[config.mk]
export PLATFORM = sky130hd
export DESIGN_NAME = td4_cpu_system_flat
export DESIGN_NICKNAME = d
export VERILOG_FILES = /design/src/rtl/td4_cpu_system_if.sv /design/src/rtl/td4_cpu_system.sv /design/src/flat_wrapper.sv
export SDC_FILE = /design/constraint.sdc
export NUM_CORES = 1
export LEC_CHECK = 0
export BUFFER_PORTS_ARGS = -buffer_cell sky130_fd_sc_hd__buf_4
export CAP_MARGIN = 5
export CORE_MARGIN = 2
export CORE_UTILIZATION = 40
export CTS_CLUSTER_SIZE = 8
export DETAILED_ROUTE_END_ITERATION = 6
export SLEW_MARGIN = 5
export SYNTH_ARGS = -nofsm -noshare
export SYNTH_HDL_FRONTEND = slang
export SYNTH_SLANG_ARGS = --single-unit
[constraint.sdc]
create_clock -name clk -period 4.65 [get_ports clk]
set_input_delay 0 -clock clk [delete_from_list [all_inputs] [get_ports clk]]
set_output_delay 0 -clock clk [all_outputs]
set_load 0.01 [all_outputs]
[src/rtl/td4_cpu_system_if.sv]
// Program-memory load port for td4_cpu_system.
// The loader drives the master side and the CPU takes the slave side.
interface td4_prog_if;
  logic       prog_we;
  logic [3:0] prog_addr;
  logic [7:0] prog_wdata;

  modport master (output prog_we, output prog_addr, output prog_wdata);
  modport slave  (input  prog_we, input  prog_addr, input  prog_wdata);
endinterface

[src/rtl/td4_cpu_system.sv]
// 4-bit single-cycle accumulator CPU (TD4-class ISA) with a 16x8 program memory.
// The instruction at PC is read combinationally and executed at each rising edge.
module td4_cpu_system (
  input  logic             clk,
  input  logic             reset,
  input  logic [3:0]       btn,
  output logic [3:0]       led,
  td4_prog_if.slave        prog
);

  localparam int unsigned DATA_W  = 4;
  localparam int unsigned ADDR_W  = 4;
  localparam int unsigned INSTR_W = 8;
  localparam int unsigned DEPTH   = 16;

  localparam logic [3:0] OP_ADD_A  = 4'b0000;
  localparam logic [3:0] OP_MOV_AB = 4'b0001;
  localparam logic [3:0] OP_IN_A   = 4'b0010;
  localparam logic [3:0] OP_MOV_AI = 4'b0011;
  localparam logic [3:0] OP_MOV_BA = 4'b0100;
  localparam logic [3:0] OP_ADD_B  = 4'b0101;
  localparam logic [3:0] OP_IN_B   = 4'b0110;
  localparam logic [3:0] OP_MOV_BI = 4'b0111;
  localparam logic [3:0] OP_OUT_B  = 4'b1001;
  localparam logic [3:0] OP_OUT_I  = 4'b1011;
  localparam logic [3:0] OP_JNC    = 4'b1110;
  localparam logic [3:0] OP_JMP    = 4'b1111;

  logic [INSTR_W-1:0] mem_q [DEPTH];

  logic [DATA_W-1:0] a_q, a_d;
  logic [DATA_W-1:0] b_q, b_d;
  logic [DATA_W-1:0] out_q, out_d;
  logic [ADDR_W-1:0] pc_q, pc_d;
  logic              c_q, c_d;

  logic [INSTR_W-1:0] instr;
  logic [3:0]         opcode;
  logic [DATA_W-1:0]  im;
  logic [DATA_W:0]    sum_a;
  logic [DATA_W:0]    sum_b;

  // Program memory is never reset; writes are honoured during reset as well.
  always_ff @(posedge clk) begin
    if (prog.prog_we) begin
      mem_q[prog.prog_addr] <= prog.prog_wdata;
    end
  end

  assign instr  = mem_q[pc_q];
  assign opcode = instr[7:4];
  assign im     = instr[3:0];
  assign sum_a  = {1'b0, a_q} + {1'b0, im};
  assign sum_b  = {1'b0, b_q} + {1'b0, im};

  // Decode/execute; carry is cleared by every non-ADD instruction.
  always_comb begin
    a_d   = a_q;
    b_d   = b_q;
    out_d = out_q;
    pc_d  = pc_q + ADDR_W'(1);
    c_d   = 1'b0;
    case (opcode)
      OP_ADD_A:  {c_d, a_d} = sum_a;
      OP_ADD_B:  {c_d, b_d} = sum_b;
      OP_MOV_AI: a_d = im;
      OP_MOV_BI: b_d = im;
      OP_MOV_AB: a_d = b_q;
      OP_MOV_BA: b_d = a_q;
      OP_IN_A:   a_d = btn;
      OP_IN_B:   b_d = btn;
      OP_OUT_B:  out_d = b_q;
      OP_OUT_I:  out_d = im;
      OP_JMP:    pc_d = im;
      OP_JNC:    if (!c_q) pc_d = im;
      default:   ;
    endcase
  end

  always_ff @(posedge clk) begin
    if (!reset) begin
      a_q   <= '0;
      b_q   <= '0;
      out_q <= '0;
      pc_q  <= '0;
      c_q   <= 1'b0;
    end else begin
      a_q   <= a_d;
      b_q   <= b_d;
      out_q <= out_d;
      pc_q  <= pc_d;
      c_q   <= c_d;
    end
  end

  assign led = out_q;

endmodule

[src/flat_wrapper.sv]
// flat-port wrapper written by rule: the top's interface ports become plain ports
module td4_cpu_system_flat 
  (clk, reset, btn, led, prog_prog_we, prog_prog_addr, prog_prog_wdata);
  td4_prog_if prog_i ();
  input  logic clk;
  input  logic reset;
  input  logic [3:0] btn;
  output logic [3:0] led;
  input wire logic [$bits(prog_i.prog_we)-1:0] prog_prog_we;
  input wire logic [$bits(prog_i.prog_addr)-1:0] prog_prog_addr;
  input wire logic [$bits(prog_i.prog_wdata)-1:0] prog_prog_wdata;
  assign prog_i.prog_we = prog_prog_we;
  assign prog_i.prog_addr = prog_prog_addr;
  assign prog_i.prog_wdata = prog_prog_wdata;
  td4_cpu_system u_core (.clk(clk), .reset(reset), .btn(btn), .led(led), .prog(prog_i));
endmodule
==> flow_metrics.env, run 1 <==
export IMPL_status="finished, final reports clean"
export IMPL_initial_antenna_violation_count=0
export IMPL_ys_ff_latch=145
export IMPL_tritoncts_num_buffers=17
export IMPL_quantity_of_hold_fixing_buffers_added_after_cts=15
export IMPL_floorplan_initialDensity=0.413
export IMPL_critPathLaunchType="flip-flop"
export IMPL_via_count=3525
export IMPL_synth_warning_count=0
export IMPL_gr_layer_usage_met1=0.229
export IMPL_yosys_cell_types_count=60
export IMPL_clock_skew_ns=0.0153
export IMPL_utilization=0.488
export IMPL_number_of_global_route_vias_before_repair=3631
export IMPL_share_of_layout_cells_above_drive_strength_1=0.216
export IMPL_layout_nets=453
export IMPL_synth_seq_area_share=0.661
export IMPL_ctsLongestPathBuffers=2
export IMPL_worst_ep_arrival_time_ns=3.67
export IMPL_p_int_mw=3.01
export IMPL_power_density_nw_per_um2=617
export IMPL_setup_viol=0
export IMPL_top_usage_layer="met2"
export IMPL_synthCells=377
export IMPL_period_needed_ns=3.33
export IMPL_clock_sinks=145
export IMPL_fmax_ghz=0.300
export IMPL_globalRoute_totalOverflow=0
export IMPL_final_routed_wire_length_divided_by_cell_count_um=20.6
export IMPL_design_core_area_sq_um=15300
export IMPL_critical_path_required_ns=4.99
export IMPL_pin_count_of_the_biggest_net_entering_global_routing=26
export IMPL_fp_dieH_um=130
export IMPL_antennaDiodeCount=0
export IMPL_worstPathCellList="buf_4, mux4_1, mux2_2, o221ai_4, nand3_2, a211o_1, o31ai_2"
export IMPL_syn2layout_area_growth_pct=18.1
export IMPL_critical_path_max_stage_delay_ns=0.71
export IMPL_period_share=0.716
export IMPL_post_cts_resize_count=0
export IMPL_ys_flop_type="sky130_fd_sc_hd__edfxtp_1"
export IMPL_gr_usage_all_layers=0.170
export IMPL_rsz0062_at_grt="false"
export IMPL_global_routing_met2_resource_utilization=0.267
export IMPL_setup_slack_ns=1.32
export IMPL_final_design_area_no_fill_sq_um=7470
export IMPL_synthesis_area_sq_um=6330
export IMPL_p_total_mw=4.61
export IMPL_global_route_usage_met3=0.0435
export IMPL_final_cell_count_no_fill=647
export IMPL_tightest_slew_ns=1.16
export IMPL_avgSynthCellArea_sq_um=16.8
export IMPL_slew_headroom=0.226
export IMPL_globalplace_congestion=0.862
export IMPL_critical_path_slowest_cell="sky130_fd_sc_hd__dfxtp_2"
export IMPL_clk_pin_slew_ns=0.07
export IMPL_p_sw_mw=1.61
export IMPL_die_area_sq_um=16800
export IMPL_ctsRootBufferMaster="sky130_fd_sc_hd__clkbuf_16"
export IMPL_preCtsSetupSlack_ns=1.30
export IMPL_fp_dieW_um=130
export IMPL_dp_cells=600
export IMPL_power_switching_share=0.348
export IMPL_final_max_tran_viols=0
export IMPL_total_leakage_power_nw=2.59
export IMPL_vdd_ir_drop_max_uv=317
export IMPL_hp_class="in -> reg"
export IMPL_p_seq_frac=0.351
export IMPL_multi_input_comb_area_sq_um=2010
export IMPL_critPathCaptureType="flip-flop"
export IMPL_routed_via_density=5.45
export IMPL_clk_lat_worst_skew_ns=0.43
export IMPL_drc_marker_count_from_the_first_detailed_route_iteration=247
export IMPL_portBuffers=22
export IMPL_placementRows=45
export IMPL_cts_tree="built"
export IMPL_route_detailed_drc=0
export IMPL_ioPinCount=23
export IMPL_synth_enable_flop_cells=128
export IMPL_layout_cells_most_common_list="sky130_fd_sc_hd__edfxtp_1 (128), sky130_fd_sc_hd__buf_4 (27), sky130_fd_sc_hd__nor2_1 (22), sky130_fd_sc_hd__nand2_1 (19), sky130_fd_sc_hd__mux2i_1 (19)"
export IMPL_register_area_sq_um=4190
export IMPL_final_ant_viol_nets=0
export IMPL_drt_total_wl_um=13300
export IMPL_synthesized_nets=407
export IMPL_grt_first_pass_wirelength_um=20500
export IMPL_htreeDepth=4
export IMPL_cts_setup_buffers=0
export IMPL_holdWs_ns=0.0926
export IMPL_finalHoldViolCount=0
export IMPL_filler_cell_count=1294
export IMPL_final_common_cell="sky130_fd_sc_hd__edfxtp_1"
export IMPL_timing_max_cap_violations=0
export IMPL_worst_path_max_fanout=25
export IMPL_detailedPlacementHpwl_um=8610
export IMPL_ys_async_sr_fraction=0
export IMPL_power_combinational_fraction=0.336
export IMPL_detailedRoute_firstPassIterationCount=5
export IMPL_placement_cell_area_sq_um=6680
export IMPL_setup_total_negative_slack_ns=0
export IMPL_power_frac_clock=0.313
export IMPL_worst_setup_path_type="reg -> reg"
## worst max-delay path: cells and delay by family, from the launching register on
| kind | cells | cell delay, ns |
|---|---|---|
| AND/OR/NAND/NOR | 1 | 0.25 |
| AO/OA/AOI/OAI | 3 | 0.85 |
| flip-flops | 1 | 0.71 |
| multiplexers | 2 | 0.94 |
| buffers and inverters | 1 | 0.49 |
## state kept, by name (all words and copies together) (netlist names)
register / flops
u_core.b_q: 4
u_core.mem_q: 128
u_core.led: 4
u_core.pc_q: 4
u_core.a_q: 4
u_core.c_q: 1
## synthesized netlist by cell type, drive strengths merged (3+ instances only)
master  number  area, sq um
a21o         6         45.0
a211oi       7         52.6
edfxtp     128         3840
mux2i       19          190
buf         13          114
nor3        11         66.3
inv          5         18.8
a22oi       12         95.1
a21oi        9         48.8
mux4        26          623
ha           9          113
mux2         3         37.5
nand2b       4         25.0
o21ai        6         30.0
nand3       10         55.1
nand2       20         77.6
dfxtp       17          340
nor2        23         88.8
a211o        3         26.3
o211a        3         30.0
xnor2        4         35.0
nor2b        4         25.0
## logic make-up (layout without fill, tap and decap cells)
kind of cell               after synthesis  in the layout  synth area share
DFF                                    145            145             0.661
muxes                                   48             48             0.134
AOI/OAI and AO/OA                       66             66            0.0858
buffers and inverters                   20             79            0.0221
and+or+nand+nor                         81             81            0.0639
xor gates and xnor gates                 6              6           0.00831
adders and majority gates               11             11            0.0241
## metal layers
layer / wire length (um) / vias up
met4: 262 / 0
met3: 565 / 23
li1: - / 1627
met5: 0 / -
met1: 6110 / 1758
met2: 6380 / 117
## final cells by class
type,count,area share
clock buffers,17,0.0570
clock inverters,15,0.0281
inverters,5,0.00251
multi-input cells,212,0.270
flip-flops and latches,145,0.560
well taps,211,0.0353
repair buffers,42,0.0472
## power groups by stage
| stage | logic (mW) | clock network, mW | registers [mW] |
|---|---|---|---|
| after floorplan | 1.27 | 0 | 1.58 |
| after global placement | 1.52 | 0 | 1.65 |
| after detailed placement | 1.53 | 0 | 1.65 |
| final | 1.55 | 1.44 | 1.62 |
| after CTS | 1.55 | 1.46 | 1.63 |
| after global routing | 1.71 | 1.51 | 1.64 |
## final timing paths
kind / from / end / slack [ns] / cells after the start
worst max-delay path: u_core.pc_q[0] / u_core.a_q[0] / 1.32 / 7
worst min-delay path: btn[2] / u_core.b_q[2] / 0.09 / 4
worst max register to register: u_core.pc_q[0] / u_core.a_q[0] / 1.32 / 7
worst min register to register: u_core.led[1] / u_core.led[1] / 0.50 / 2
Power figures use the tool's default switching activity.
==> run 2: changes to the inputs <==
==> constraint.sdc (replaced) <==
create_clock -name clk -period 3.3 [get_ports clk]
set_input_delay 0 -clock clk [delete_from_list [all_inputs] [get_ports clk]]
set_output_delay 0 -clock clk [all_outputs]
set_load 0.01 [all_outputs]
==> flow_metrics.env, run 2 (synthesis results as in run 1) <==
export IMPL_share_of_layout_cells_above_drive_strength_1=0.230
export IMPL_detailedPlacementHpwl_um=8860
export IMPL_setup_reg_to_reg_worst_slack_ns=0.31
export IMPL_filler_cell_count=1292
export IMPL_globalplace_congestion=0.831
export IMPL_syn2layout_area_growth_pct=18.0
export IMPL_finalHoldViolCount=0
export IMPL_drt_total_wl_um=13400
export IMPL_vdd_ir_drop_max_uv=441
export IMPL_met3_length_um=754
export IMPL_setup_total_negative_slack_ns=0
export IMPL_status="finished, final reports clean"
export IMPL_final_max_tran_viols=0
export IMPL_min_from="prog_prog_addr[1]"
export IMPL_setup_viol=0
export IMPL_reg2reg_depth=7
export IMPL_via_count=3572
export IMPL_ioPinCount=23
export IMPL_slew_headroom=0.260
export IMPL_fmax_ghz=0.335
export IMPL_globalRoute_totalOverflow=0
export IMPL_cts_tree="built"
export IMPL_register_area_sq_um=4190
export IMPL_pin_count_of_the_biggest_net_entering_global_routing=21
export IMPL_number_of_global_route_vias_before_repair=3554
export IMPL_clk_lat_worst_skew_ns=0.42
export IMPL_floorplan_initialDensity=0.413
export IMPL_hp_class="in -> reg"
export IMPL_tritoncts_num_buffers=17
export IMPL_clk_pin_slew_ns=0.06
export IMPL_wl_met1_um=6090
export IMPL_worst_setup_path_startpoint="u_core.pc_q[0]"
export IMPL_layout_nets=460
export IMPL_total_leakage_power_nw=2.60
export IMPL_critPathCaptureType="flip-flop"
export IMPL_power_density_nw_per_um2=853
export IMPL_worstSetupEndpoint="u_core.a_q[0]"
export IMPL_worst_ep_arrival_time_ns=3.32
export IMPL_final_common_cell="sky130_fd_sc_hd__edfxtp_1"
export IMPL_detailedRoute_firstPassIterationCount=5
export IMPL_cts_setup_buffers=0
export IMPL_route_met2_wl_um=6360
export IMPL_route_detailed_drc=0
export IMPL_quantity_of_hold_fixing_buffers_added_after_cts=12
export IMPL_clock_skew_ns=0.00891
export IMPL_period_share=0.905
export IMPL_critical_path_reg2reg_endpoint="u_core.a_q[0]"
export IMPL_most_flop_heavy_register="u_core.mem_q"
export IMPL_gr_usage_all_layers=0.172
export IMPL_fp_dieH_um=130
export IMPL_critical_path_required_ns=3.63
export IMPL_clock_sinks=145
export IMPL_initial_antenna_violation_count=0
export IMPL_ctsLongestPathBuffers=2
export IMPL_design_core_area_sq_um=15300
export IMPL_drc_marker_count_from_the_first_detailed_route_iteration=288
export IMPL_flip_flop_count_of_the_largest_register_after_layout=128
export IMPL_worst_path_max_fanout=20
export IMPL_top_signal_layer_used="met4"
export IMPL_antennaDiodeCount=0
export IMPL_critPathLaunchType="flip-flop"
export IMPL_routed_via_density=5.46
export IMPL_tightest_slew_ns=1.11
export IMPL_final_ant_viol_nets=0
export IMPL_post_cts_resize_count=0
export IMPL_portBuffers=22
export IMPL_final_routed_wire_length_divided_by_cell_count_um=20.5
export IMPL_rsz0062_at_grt="false"
export IMPL_die_area_sq_um=16800
export IMPL_htreeDepth=4
export IMPL_timing_max_cap_violations=0
export IMPL_grt_first_pass_wirelength_um=20800
export IMPL_ctsRootBufferMaster="sky130_fd_sc_hd__clkbuf_16"
export IMPL_worst_setup_path_type="reg -> reg"
export IMPL_reg2reg_from="u_core.pc_q[0]"
export IMPL_layout_cells_most_common_list="sky130_fd_sc_hd__edfxtp_1 (128), sky130_fd_sc_hd__buf_4 (35), sky130_fd_sc_hd__nor2_1 (22), sky130_fd_sc_hd__nand2_1 (19), sky130_fd_sc_hd__mux2i_1 (19)"
export IMPL_multi_input_comb_area_sq_um=2000
export IMPL_fp_dieW_um=130
export IMPL_final_design_area_no_fill_sq_um=7470
export IMPL_placementRows=45
export IMPL_period_needed_ns=2.99
export IMPL_placement_cell_area_sq_um=6770
-- run 2: changes by cell type in the layout (fill, tap and decap cells not counted) --
cell,change
sky130_fd_sc_hd__dlygate4sd3_1,-3
sky130_fd_sc_hd__nor3_1,+2
sky130_fd_sc_hd__inv_8,-3
sky130_fd_sc_hd__inv_6,+1
sky130_fd_sc_hd__clkinv_4,+3
sky130_fd_sc_hd__buf_4,+8
sky130_fd_sc_hd__buf_12,+2
sky130_fd_sc_hd__clkinvlp_4,+1
sky130_fd_sc_hd__bufinv_16,-2
sky130_fd_sc_hd__clkinv_2,+1
sky130_fd_sc_hd__nor3_2,-2
sky130_fd_sc_hd__clkinv_8,-1
-- run 2: area by class of cell --
| class | instances | share of cell area |
|---|---|---|
| Tap cell | 211 | 0.0354 |
| Clock inverter | 15 | 0.0198 |
| Inverter | 5 | 0.00251 |
| Timing Repair Buffer | 49 | 0.0566 |
| Clock buffer | 17 | 0.0570 |
| Sequential cell | 145 | 0.560 |
| Multi-Input combinational cell | 212 | 0.268 |
-- run 2: worst min-delay path by stage --
stage,endpoint,cells after the start,slack [ns]
3_3_place_gp,u_core.mem_q[9][4],1,0.31
2_1_floorplan,u_core.mem_q[0][0],0,0.1
3_5_place_dp,u_core.mem_q[9][4],1,0.31
6_report,u_core.mem_q[12][0],2,0.02
4_1_cts,u_core.mem_q[4][1],2,0.002
5_1_grt,u_core.mem_q[12][0],2,0.01
-- run 2: worst max-delay path, cell delays in order, from the launching register on --
cell	delay [ns]
sky130_fd_sc_hd__dfxtp_2	0.46
sky130_fd_sc_hd__buf_4	0.36
sky130_fd_sc_hd__mux4_1	0.60
sky130_fd_sc_hd__mux2_2	0.30
sky130_fd_sc_hd__o221ai_4	0.31
sky130_fd_sc_hd__nand3_2	0.26
sky130_fd_sc_hd__a211o_1	0.36
sky130_fd_sc_hd__o31ai_2	0.23
-- run 2: stage by stage --
stage	util	power [mW]	instances	hold WS, ns	worst slack (ns)
global route	0.488	6.73	654	0.0142	0.108
CTS	0.488	6.42	654	0.00216	0.296
global placement	0.442	4.54	610	0.305	0.337
detailed placement	0.442	4.57	610	0.310	0.315
finish	0.488	6.37	654	0.0178	0.313
floorplan	-	4.02	377	0.0989	0.337
-- run 2: where the power goes --
part | switching, mW | internal [mW]
combinational | 1.29 | 1.03
sequential | 0.107 | 2.12
clock | 0.831 | 0.998
-- run 2: routing by layer --
layer	global-route usage	vias up
met3	0.0492	19
li1	-	1641
met5	0	-
met1	0.240	1802
met2	0.262	110
met4	0.0544	0
